==> config.mk <==
export PLATFORM = sky130hd
export DESIGN_NAME = fclass_arbiter_16bit
export DESIGN_NICKNAME = d
export VERILOG_FILES = /design/src/rtl/fclass_arbiter_16bit.sv
export SDC_FILE = /design/constraint.sdc
export NUM_CORES = 1
export LEC_CHECK = 0
export CAP_MARGIN = 10
export CORE_MARGIN = 2
export CORE_UTILIZATION = 35
export DETAILED_ROUTE_END_ITERATION = 8
export PLACE_DENSITY = 0.88
export SLEW_MARGIN = 10
export SYNTH_ARGS = -nofsm -noshare
export SYNTH_HDL_FRONTEND = slang
export SYNTH_SLANG_ARGS = --single-unit
==> constraint.sdc <==
create_clock -name CLK -period 2.4 [get_ports CLK]
set_input_delay 0.6 -clock CLK [delete_from_list [all_inputs] [get_ports CLK]]
set_output_delay 0.6 -clock CLK [all_outputs]
set_load 0.05 [all_outputs]
==> src/rtl/fclass_arbiter_16bit.sv <==
// -----------------------------------------------------------------------------
// fclass_arbiter_16bit
//
// Lets NREQ requesters share a single IEEE-754 half-precision classifier.
// One operand is accepted per grant and captured into an internal operand
// register. Its one-hot class is presented one cycle later, and is held until
// the consumer takes it.
//
// Configuration macro:
//   FCLASS_ARB_RR_EN  defined   -> round-robin grant. The search starts at
//                                   (last granted + 1) mod NREQ.
//                     undefined -> fixed priority. The lowest valid index wins.
//
// Ports:
//   CLK         single clock, rising edge
//   RST         synchronous active-high reset
//   req_valid   [NREQ]     requester i offers an operand
//   req_float   [NREQ*16]  operand of requester i in bits [16i+15:16i]
//   req_ready   [NREQ]     one-hot accept strobe
//   resp_valid             a result is presented
//   resp_id     [clog2]    index of the requester that owns the result
//   resp_class  [10]       one-hot class, in bit order:
//                          -inf,-norm,-sub,-0,+0,+sub,+norm,+inf,sNaN,qNaN
//   resp_ready             consumer takes the result
// -----------------------------------------------------------------------------
module fclass_arbiter_16bit #(
    parameter int NREQ = 4
) (
    input  logic                    CLK,
    input  logic                    RST,
    input  logic [NREQ-1:0]         req_valid,
    input  logic [NREQ*16-1:0]      req_float,
    output logic [NREQ-1:0]         req_ready,
    output logic                    resp_valid,
    output logic [$clog2(NREQ)-1:0] resp_id,
    output logic [9:0]              resp_class,
    input  logic                    resp_ready
);
    localparam int IDW = $clog2(NREQ);

    typedef enum logic {IDLE, RESP} state_t;

    state_t         state_reg;
    logic [15:0]    op_reg;
    logic [IDW-1:0] id_reg;
    logic [15:0]    float_arr [NREQ];
    logic           grant_ok;
    logic           grant_found;
    logic           accept;
    logic [IDW-1:0] grant_idx;
    logic [9:0]     class_raw;

    genvar gi;
    generate
        for (gi = 0; gi < NREQ; gi++) begin : g_slice
            assign float_arr[gi] = req_float[16*gi +: 16];
        end
    endgenerate

    // A new operand may enter when the result slot is empty.
    // It may also enter when the held result is being consumed in this same cycle.
    assign grant_ok = !RST && ((state_reg == IDLE) || resp_ready);

`ifdef FCLASS_ARB_RR_EN
    logic [IDW-1:0] ptr_reg;

    function automatic logic [IDW-1:0] rr_index(input logic [IDW-1:0] ptr, input int k);
        int sum;
        sum = int'(ptr) + 1 + k;
        return IDW'(sum % NREQ);
    endfunction

    always_comb begin
        grant_found = 1'b0;
        grant_idx   = '0;
        for (int k = 0; k < NREQ; k++) begin
            if (!grant_found && req_valid[rr_index(ptr_reg, k)]) begin
                grant_found = 1'b1;
                grant_idx   = rr_index(ptr_reg, k);
            end
        end
    end
`else
    always_comb begin
        grant_found = 1'b0;
        grant_idx   = '0;
        for (int k = 0; k < NREQ; k++) begin
            if (!grant_found && req_valid[k]) begin
                grant_found = 1'b1;
                grant_idx   = IDW'(k);
            end
        end
    end
`endif

    // grant_found already implies req_valid[grant_idx], so ready never
    // points at an idle requester.
    assign accept    = grant_ok && grant_found;
    assign req_ready = accept ? (NREQ'(1) << grant_idx) : '0;

    always_ff @(posedge CLK) begin
        if (RST) begin
            state_reg <= IDLE;
            op_reg    <= '0;
            id_reg    <= '0;
`ifdef FCLASS_ARB_RR_EN
            ptr_reg   <= IDW'(NREQ - 1);
`endif
        end else begin
            if (accept) begin
                state_reg <= RESP;
                op_reg    <= float_arr[grant_idx];
                id_reg    <= grant_idx;
`ifdef FCLASS_ARB_RR_EN
                ptr_reg   <= grant_idx;
`endif
            end else if ((state_reg == RESP) && resp_ready) begin
                state_reg <= IDLE;
            end
        end
    end

    // Half-float classifier; the only one in the block, driven by op_reg.
    always_comb begin
        class_raw = '0;
        if (op_reg[14:10] == 5'h1F) begin
            if (op_reg[9:0] == '0)
                class_raw = op_reg[15] ? 10'h001 : 10'h080;
            else
                class_raw = op_reg[9] ? 10'h200 : 10'h100;   // quiet bit = mantissa MSB
        end else if (op_reg[14:10] == 5'h00) begin
            if (op_reg[9:0] == '0)
                class_raw = op_reg[15] ? 10'h008 : 10'h010;
            else
                class_raw = op_reg[15] ? 10'h004 : 10'h020;
        end else begin
            class_raw = op_reg[15] ? 10'h002 : 10'h040;
        end
    end

    // RST masks the presented result in the same cycle it is asserted.
    assign resp_valid = (state_reg == RESP) && !RST;
    assign resp_class = resp_valid ? class_raw : '0;
    assign resp_id    = id_reg;

endmodule

---- Yosys cells after proc, flatten, opt, wreduce, memory -nomap -nowiden ----
Cells that the tools add are included.
W data, S select, Z words.
operators by class
  equality and inequality tests ........... 1
  multipliers ............................. 0
  order comparisons ....................... 1
  reduce and logical (&&, ||, !) cells .... 15
  divide/modulo/power cells ............... 0
  shift operators ......................... 1
  add/sub/neg operators ................... 0
  muxes and demuxes ....................... 23
  bitwise logic cells ..................... 2
operators by type and width
  kind                   count
  $mux W10               5
  $bmux W16 S2           1
  $mux W16               2
  $mux W6                2
  $logic_not A10 Y1      1
  $mux W8                1
  $logic_and A1 B1 Y1    7
  $mux W1                7
  $mux W7                1
  $eq A5 B5 Y1 const B   1
  $logic_not A5 Y1       1
  $mux W5                1
  $logic_not A1 Y1       4
  $mux W2                2
  $mux W4                1
  $shl A1 B2 Y4 const A  1
  $ge A3 B3 Y1 const B   1
  $not A2 Y3             1
  $reduce_bool A2 Y1     1
  $logic_or A1 B1 Y1     1
  $not A1 Y1             1
storage, ports and cells
  bits in read-only memories .............. 0
  register bits after elaboration ......... 19
  output and inout bits ................... 17
  memories kept ........................... 0
  memory bits (writable) .................. 0
  bits in latches ......................... 0

---- Logic depth before layout (Yosys ltp) ----
Gate-level depths: netlist (run 1).
  word-level depth ........................ 14
  gate-level depth with buffers ........... 7

---- Worst setup path before layout (run 1) ----
No wires, ideal clock.
  path type ............................... input port to output port
  from .................................... input port RST
  to ...................................... output port resp_class[2]
  cell stages on the path ................. 5
  data arrival time ....................... 2.972 ns
  required time ........................... 1.800 ns
  setup slack ............................. -1.172 ns
  cells stage by stage .................... clkbuf_1 -> nand2b_1 -> inv_1 -> nand2_1 -> nor4_1
on the way
  longest elaborated chain between the ends .. 3
RTL lines
  element              RTL line  text
  start, declared      30        input logic RST,
  $logic_not A1 Y1     142       assign resp_valid = (state_reg == RESP) && !RST;
  $logic_and A1 B1 Y1  142
  via resp_valid       34        output logic resp_valid,
  $mux W10             143       assign resp_class = resp_valid ? class_raw : '0;
  end, declared        36        output logic [9:0] resp_class,
The timed path passes the listed nets, and every way through them passes these cells.

---- Final worst setup path (run 1) ----
  from .................................... input port req_valid[1]
  to ...................................... output port req_ready[2]
on the way
  longest elaborated chain between the ends .. 10
RTL lines
  element                                               RTL line  text
  start, declared                                       31        input logic [NREQ-1:0] req_valid,
  $logic_and A1 B1 Y1 (*)                               88        if (!grant_found && req_valid[k]) begin
  $mux W1                                               88
  $logic_not A1 Y1                                      88
  $logic_and A1 B1 Y1                                   88
  $mux W1                                               88
  $logic_not A1 Y1                                      88
  $logic_and A1 B1 Y1                                   88
  $mux W2 or $mux W1 (tied branches)                    88
  $shl A1 B2 Y4 or $logic_and A1 B1 Y1 (tied branches)  99, 98
  $mux W4 (*)                                           99        assign req_ready = accept ? (NREQ'(1) << grant_idx) : '0;
  end, declared                                         33        output logic [NREQ-1:0] req_ready,
Mark *: on every way between the ends. The rest lies on a longest branch, timed or not.

==> results.py, run 1 <==
metrics = {
    "outcome": {
        "status": "finished, final reports clean",
    },
    "power": {
        "internal_power_mw": 0.6875,
        "vdd_drop_max_mv": 0.2132,
        "total_power_mw": 1.004,
        "p_sw_share_pct": 31.53,
        "p_sw_mw": 0.3166,
        "power.density_nw_per_um2": 380.3,
        "pwr-share-seq_pct": 38.4,
        "leakage_nw": 0.9716,
        "p_clk_share_pct": 22.8,
        "p_comb_share_pct": 38.8,
    },
    "logic_synthesis": {
        "synthArstFlopShare_pct": 0,
        "synthesis.area_sq_um": 1291,
        "synthFlopType": "dfxtp_1",
        "avgSynthCellArea_sq_um": 7.922,
        "synth_cell_types": 38,
        "ys_warn_count": 0,
        "yosys_register_bits": 19,
        "synthCells": 163,
        "syn_nets": 234,
        "synth_edf_count": 0,
        "yosysSeqAreaShare_pct": 29.46,
    },
    "timing": {
        "finalCriticalPeriod_ns": 2.320,
        "finalSetupTns_ns": 0,
        "fin_crit_sh_pct": 96.65,
        "tightest_slew_ns": 0.5160,
        "slew_violations": 0,
        "skew_ns": 0.008615,
        "clock.fmax_mhz": 431.1,
        "rsz0062_at_grt": "no",
        "finalSetupViolCount": 0,
        "hold_viol": 0,
        "slew-limit-headroom_pct": 65.52,
    },
    "die": {
        "core_sq_um": 3606,
        "fp.dieW_microns": 64.74,
        "start_util_pct": 35.81,
        "die_y_microns": 64.74,
        "io_pins": 88,
        "die_area_sq_um": 4191,
        "fp-row-count": 22,
    },
    "routing": {
        "routed_wl_mm": 4.819,
        "ant_nets": 0,
        "drt_iter0_markers": 73,
        "drc": 0,
        "drtPass1Iterations": 4,
        "vias": 1733,
        "viasPerCell": 5.502,
        "wl_per_cell_microns": 15.30,
    },
    "global_routing": {
        "grt_antenna_before_repair": 0,
        "grt_pass1_vias": 1795,
        "grt_pass1_wl_mm": 7.935,
        "grt_util_all_layers_pct": 23.71,
        "grt_overflow_total": 0,
        "grt_max_degree": 19,
    },
    "final_layout": {
        "antenna_cells": 0,
        "finalNetCount": 339,
        "utilization_pct": 73.21,
        "drive_above_1_share_pct": 26.59,
        "syn2layout_area_growth_pct": 104.5,
        "largest_reg_flops": 16,
    },
    "clock_network": {
        "clock-sinks": 19,
        "clock_latency_ns": 0.26,
        "cts_buffers": 3,
        "cts_buffer_depth": 2,
        "cts_tree": "yes",
        "h-tree-depth": 1,
        "clockRootBuffer": "clkbuf_8",
        "clkTransAtPathRegs_ns": 0.07,
    },
    "worst_setup_path": {
        "cp-start-kind": "primary input",
        "critical_path_class": "in -> out",
        "end_kind": "output pin",
        "worstPathRequired_ns": 1.80,
        "worstPathArrival_ns": 1.72,
        "rr_worst_depth": 6,
        "critPathMaxFanout": 4,
    },
    "job": {
        "drv_cap": 0,
    },
    "placement": {
        "io_buffers": 87,
        "dp_hpwl_mm": 3.857,
        "gp_congestion": 0.8419,
    },
    "hold_path": {
        "hold_path.class": "reg -> reg",
        "min_path_cells": 1,
    },
}
-- critical path, stage by stage --
cell and delay [ns]:
dlygate4sd2_1 0.27, nor4_2 0.08, or3_4 0.36, nor3_4 0.24
buf_12 0.16
-- layer usage --
layer / vias up / track usage (%) / wire length [microns]
met5: - / 0 / 0
met4: 0 / 6.649 / 45
met3: 6 / 2.604 / 221
met2: 63 / 45.36 / 2509
met1: 820 / 27.44 / 2041
li1: 844 / - / -
-- path summary, 6_finish.rpt --
kind	startpoint	end	slack [ns]
setup / recovery	req_valid[1]	req_ready[2]	0.08
setup reg to reg	state_reg	op_reg[15]	0.78
hold reg to reg	resp_id[1]	resp_id[1]	0.46
hold / removal	resp_id[1]	resp_id[1]	0.46
-- cells by family after synthesis --
group | count (synthesis) | share of synthesized area, %
buffers and inverters | 16 | 6.395
muxes | 3 | 3.488
AOI/OAI and AO/OA | 50 | 27.71
and+or+nand+nor | 75 | 32.95
DFF | 19 | 29.46
-- cell type report --
cell class / count / area [sq um]
multi-input combinational: 128 / 977.2
tap: 48 / 60.06
inverter: 4 / 18.77
timing repair buffer: 112 / 1155
clock inverter: 1 / 7.507
sequential: 19 / 380.4
clock buffer: 3 / 41.29
fill: 278 / 965.9
-- Yosys cell counts, types with 2 or more instances --
| cell type | instances | area [sq um] |
|---|---|---|
| nand3_1 | 8 | 40.04 |
| inv_1 | 4 | 15.01 |
| buf_6 | 2 | 22.52 |
| dfxtp_1 | 19 | 380.4 |
| nand3b_1 | 8 | 60.06 |
| o221ai_1 | 13 | 113.9 |
| o21ai_0 | 12 | 60.06 |
| or3_1 | 15 | 93.84 |
| nor2b_1 | 3 | 18.77 |
| nor3_1 | 5 | 25.02 |
| buf_2 | 3 | 15.01 |
| mux2_2 | 2 | 22.52 |
| o21ai_1 | 2 | 10.01 |
| nand2_1 | 9 | 33.78 |
| a21oi_1 | 2 | 10.01 |
| nand2b_1 | 2 | 12.51 |
| clkbuf_1 | 6 | 22.52 |
| nor2_1 | 12 | 45.04 |
| nor4_1 | 5 | 31.28 |
| o31ai_1 | 13 | 97.59 |
-- power groups by stage --
stage          Combinational, mW  Clock [mW]  Sequential (mW)
4_1_cts                    0.387       0.226            0.381
3_5_place_dp               0.382           0            0.387
3_3_place_gp               0.373           0            0.385
6_report                   0.390       0.229            0.385
2_1_floorplan              0.177           0            0.386
5_1_grt                    0.418       0.241            0.389
-- timing repair --
| action | 4_1_cts | 5_1_grt |
|---|---|---|
| hold buffers | 0 | 0 |
| pin swaps | 4 | 2 |
| endpoints found under the setup margin | 9 | 2 |
| setup buffers | 0 | 1 |
| gates resized for setup | 13 | 1 |
-- stage by stage --
stage                     instance area [sq um]  hold WS [ns]  std cells  worst slack (ns)
after floorplan                            1434        0.4444        163           -0.1896
after global placement                     2556        0.4419        310           -0.1214
after detailed placement                   2556        0.4430        310           -0.1264
after CTS                                  2624        0.4615        314           0.05555
after global routing                       2640        0.4960        315           0.01433
final                                      2640        0.4587        315           0.08046
-- placed cells by master, fill, tap and decap left out, types with 4 or more instances in the layout --
cell type        instances
clkdlybuf4s50_1         66
buf_4                   28
dfxtp_1                 19
or3_1                   14
o31ai_1                 13
o221ai_1                13
o21ai_0                 12
buf_12                  11
nor2_1                   9
nand2_1                  8
nand3_1                  8
nand3b_1                 8
dlygate4sd2_1            6
nor4_4                   4
nor2_2                   4
Power figures use the tool's default switching activity.
==> inputs of run 2 (changes only) <==
CAP_MARGIN = default   (was 10)
PLACE_DENSITY = 0.8   (was 0.88)
==> results.py, run 2 (synthesis results as in run 1) <==
metrics = {
    "die": {
        "fp.dieW_microns": 64.74,
        "io_pins": 88,
        "core_sq_um": 3606,
        "fp-row-count": 22,
        "die_y_microns": 64.74,
        "die_area_sq_um": 4191,
        "start_util_pct": 35.81,
    },
    "global_routing": {
        "globalRouteMet2Util_pct": 40.46,
        "grt_pass1_vias": 1742,
        "grt_overflow_total": 0,
        "grt.busiest_layer": "met2",
        "use_met3_pct": 3.125,
        "use_met1_pct": 29.69,
        "grt_antenna_before_repair": 0,
        "grt_util_all_layers_pct": 23.53,
        "grt_max_degree": 20,
        "grt_pass1_wl_mm": 7.866,
    },
    "worst_setup_path": {
        "crit_slowest_cell": "nor4_2",
        "end_kind": "output pin",
        "critical_path_class": "reg -> out",
        "rr_worst_depth": 6,
        "max_stage_delay_ns": 0.35,
        "cp-start-kind": "flip-flop",
        "worstPathArrival_ns": 1.70,
        "r2r-start": "state_reg",
        "critPathMaxFanout": 2,
        "r2r_end": "op_reg[2]",
        "path_cells": "nor4_2, nand4_1, buf_4, nor4_4, buf_12",
        "worstPathRequired_ns": 1.80,
        "reg2reg_slack_ns": 0.76,
    },
    "power": {
        "leakage_nw": 0.9778,
        "vdd_drop_max_mv": 0.1948,
        "power.density_nw_per_um2": 378.3,
    },
    "routing": {
        "drc": 0,
        "vias": 1740,
        "ant_nets": 0,
        "viasPerCell": 5.489,
        "drt_iter0_markers": 64,
        "drtPass1Iterations": 4,
        "routed_wl_mm": 4.789,
        "wl_per_cell_microns": 15.11,
    },
    "placement": {
        "gp_congestion": 0.8166,
        "pre_cts_slack_ns": -0.1931,
        "io_buffers": 87,
        "dp_hpwl_mm": 3.876,
    },
    "clock_network": {
        "h-tree-depth": 1,
        "cts_tree": "yes",
        "cts_buffers": 3,
        "cts_buffer_depth": 2,
        "clockRootBuffer": "clkbuf_8",
        "clock-sinks": 19,
        "clkTransAtPathRegs_ns": 0.07,
        "clock_latency_ns": 0.26,
    },
    "timing": {
        "hold_viol": 0,
        "slew-limit-headroom_pct": 66.64,
        "skew_ns": 0.004440,
        "clock.fmax_mhz": 434.0,
        "fin_ws_ns": 0.09580,
        "fin_crit_sh_pct": 96.01,
        "tightest_slew_ns": 0.4988,
        "finalSetupViolCount": 0,
        "finalCriticalPeriod_ns": 2.304,
        "slew_violations": 0,
    },
    "final_layout": {
        "largest_reg_flops": 16,
        "antenna_cells": 0,
        "drive_above_1_share_pct": 27.51,
        "layout_common_cells": "66 x clkdlybuf4s50_1, 30 x buf_4, 19 x dfxtp_1",
        "finalNetCount": 341,
        "utilization_pct": 73.46,
        "final_common_cell": "clkdlybuf4s50_1",
        "syn2layout_area_growth_pct": 105.1,
        "fillers": 269,
    },
    "hold_path": {
        "whs_endpoint": "resp_id[0]",
        "min_path_cells": 2,
        "hold_path.class": "reg -> reg",
        "hold_start": "resp_id[0]",
    },
    "outcome": {
        "status": "finished, final reports clean",
    },
    "job": {
        "drv_cap": 0,
    },
}
[run 2: metrics by stage]
step           std cells  setup TNS [ns]  power [mW]  instance area [sq um]  hold slack [ns]
2_1_floorplan        163         -0.6854      0.5626                   1434           0.4444
3_3_place_gp         312         -0.5906      0.7630                   2571           0.4457
3_5_place_dp         312         -0.9273      0.7721                   2571           0.4515
4_1_cts              317               0      0.9986                   2640           0.4624
5_1_grt              317        -0.03096       1.051                   2649           0.4888
6_report             317               0       1.002                   2649           0.4587
[run 2: layer usage]
metal  wire [microns]  share of wire (%)  vias up
met1             2052                 43      802
li1                 -                  -      853
met5                0                  0        -
met4               87                1.8        0
met3              288                6.0        8
met2             2361                 49       77
[run 2: critical path: cells and delay by family (launching register included)]
kind | cells | cell delay (ns)
buffers and inverters | 2 | 0.35
AND/OR/NAND/NOR | 3 | 0.76
flip-flops | 1 | 0.34
[run 2: cell type report]
type	count	area [sq um]	share of cell area, %
Inverter	4	18.77	0.7085
Timing Repair Buffer	114	1170	44.17
Clock buffer	3	41.29	1.559
Sequential cell	19	380.4	14.36
Tap cell	48	60.06	2.267
Multi-Input combinational cell	128	970.9	36.66
Clock inverter	1	7.507	0.2834
[run 2: worst max path at each step]
stage | startpoint | to | slack, ns | cells past startpoint
after floorplan | op_reg[14] | resp_class[4] | -0.19 | 4
after global placement | req_valid[0] | req_ready[2] | -0.11 | 5
after detailed placement | req_valid[0] | req_ready[2] | -0.19 | 5
after CTS | op_reg[0] | resp_class[3] | 0.02 | 5
after global routing | op_reg[0] | resp_class[3] | -0.03 | 5
final | op_reg[0] | resp_class[3] | 0.1 | 5
[run 2: repair_timing]
action / 4_1_cts / 5_1_grt
hold buffers: 0 / 0
setup endpoints to repair: 11 / 6
gates cloned: 0 / 0
gates resized for setup: 13 / 2
setup buffers: 1 / 0
pin swaps: 5 / 1
[run 2: where the power goes]
group | switching [mW] | internal (mW)
clock | 0.108 | 0.117
combinational | 0.174 | 0.220
sequential | 0.0326 | 0.351
total | 0.314 | 0.688
==> inputs of run 3 (changes only) <==
CAP_MARGIN = 5   (was default)
==> results of run 3 <==
Final layout, timing and power as in run 2 (identical DEF).
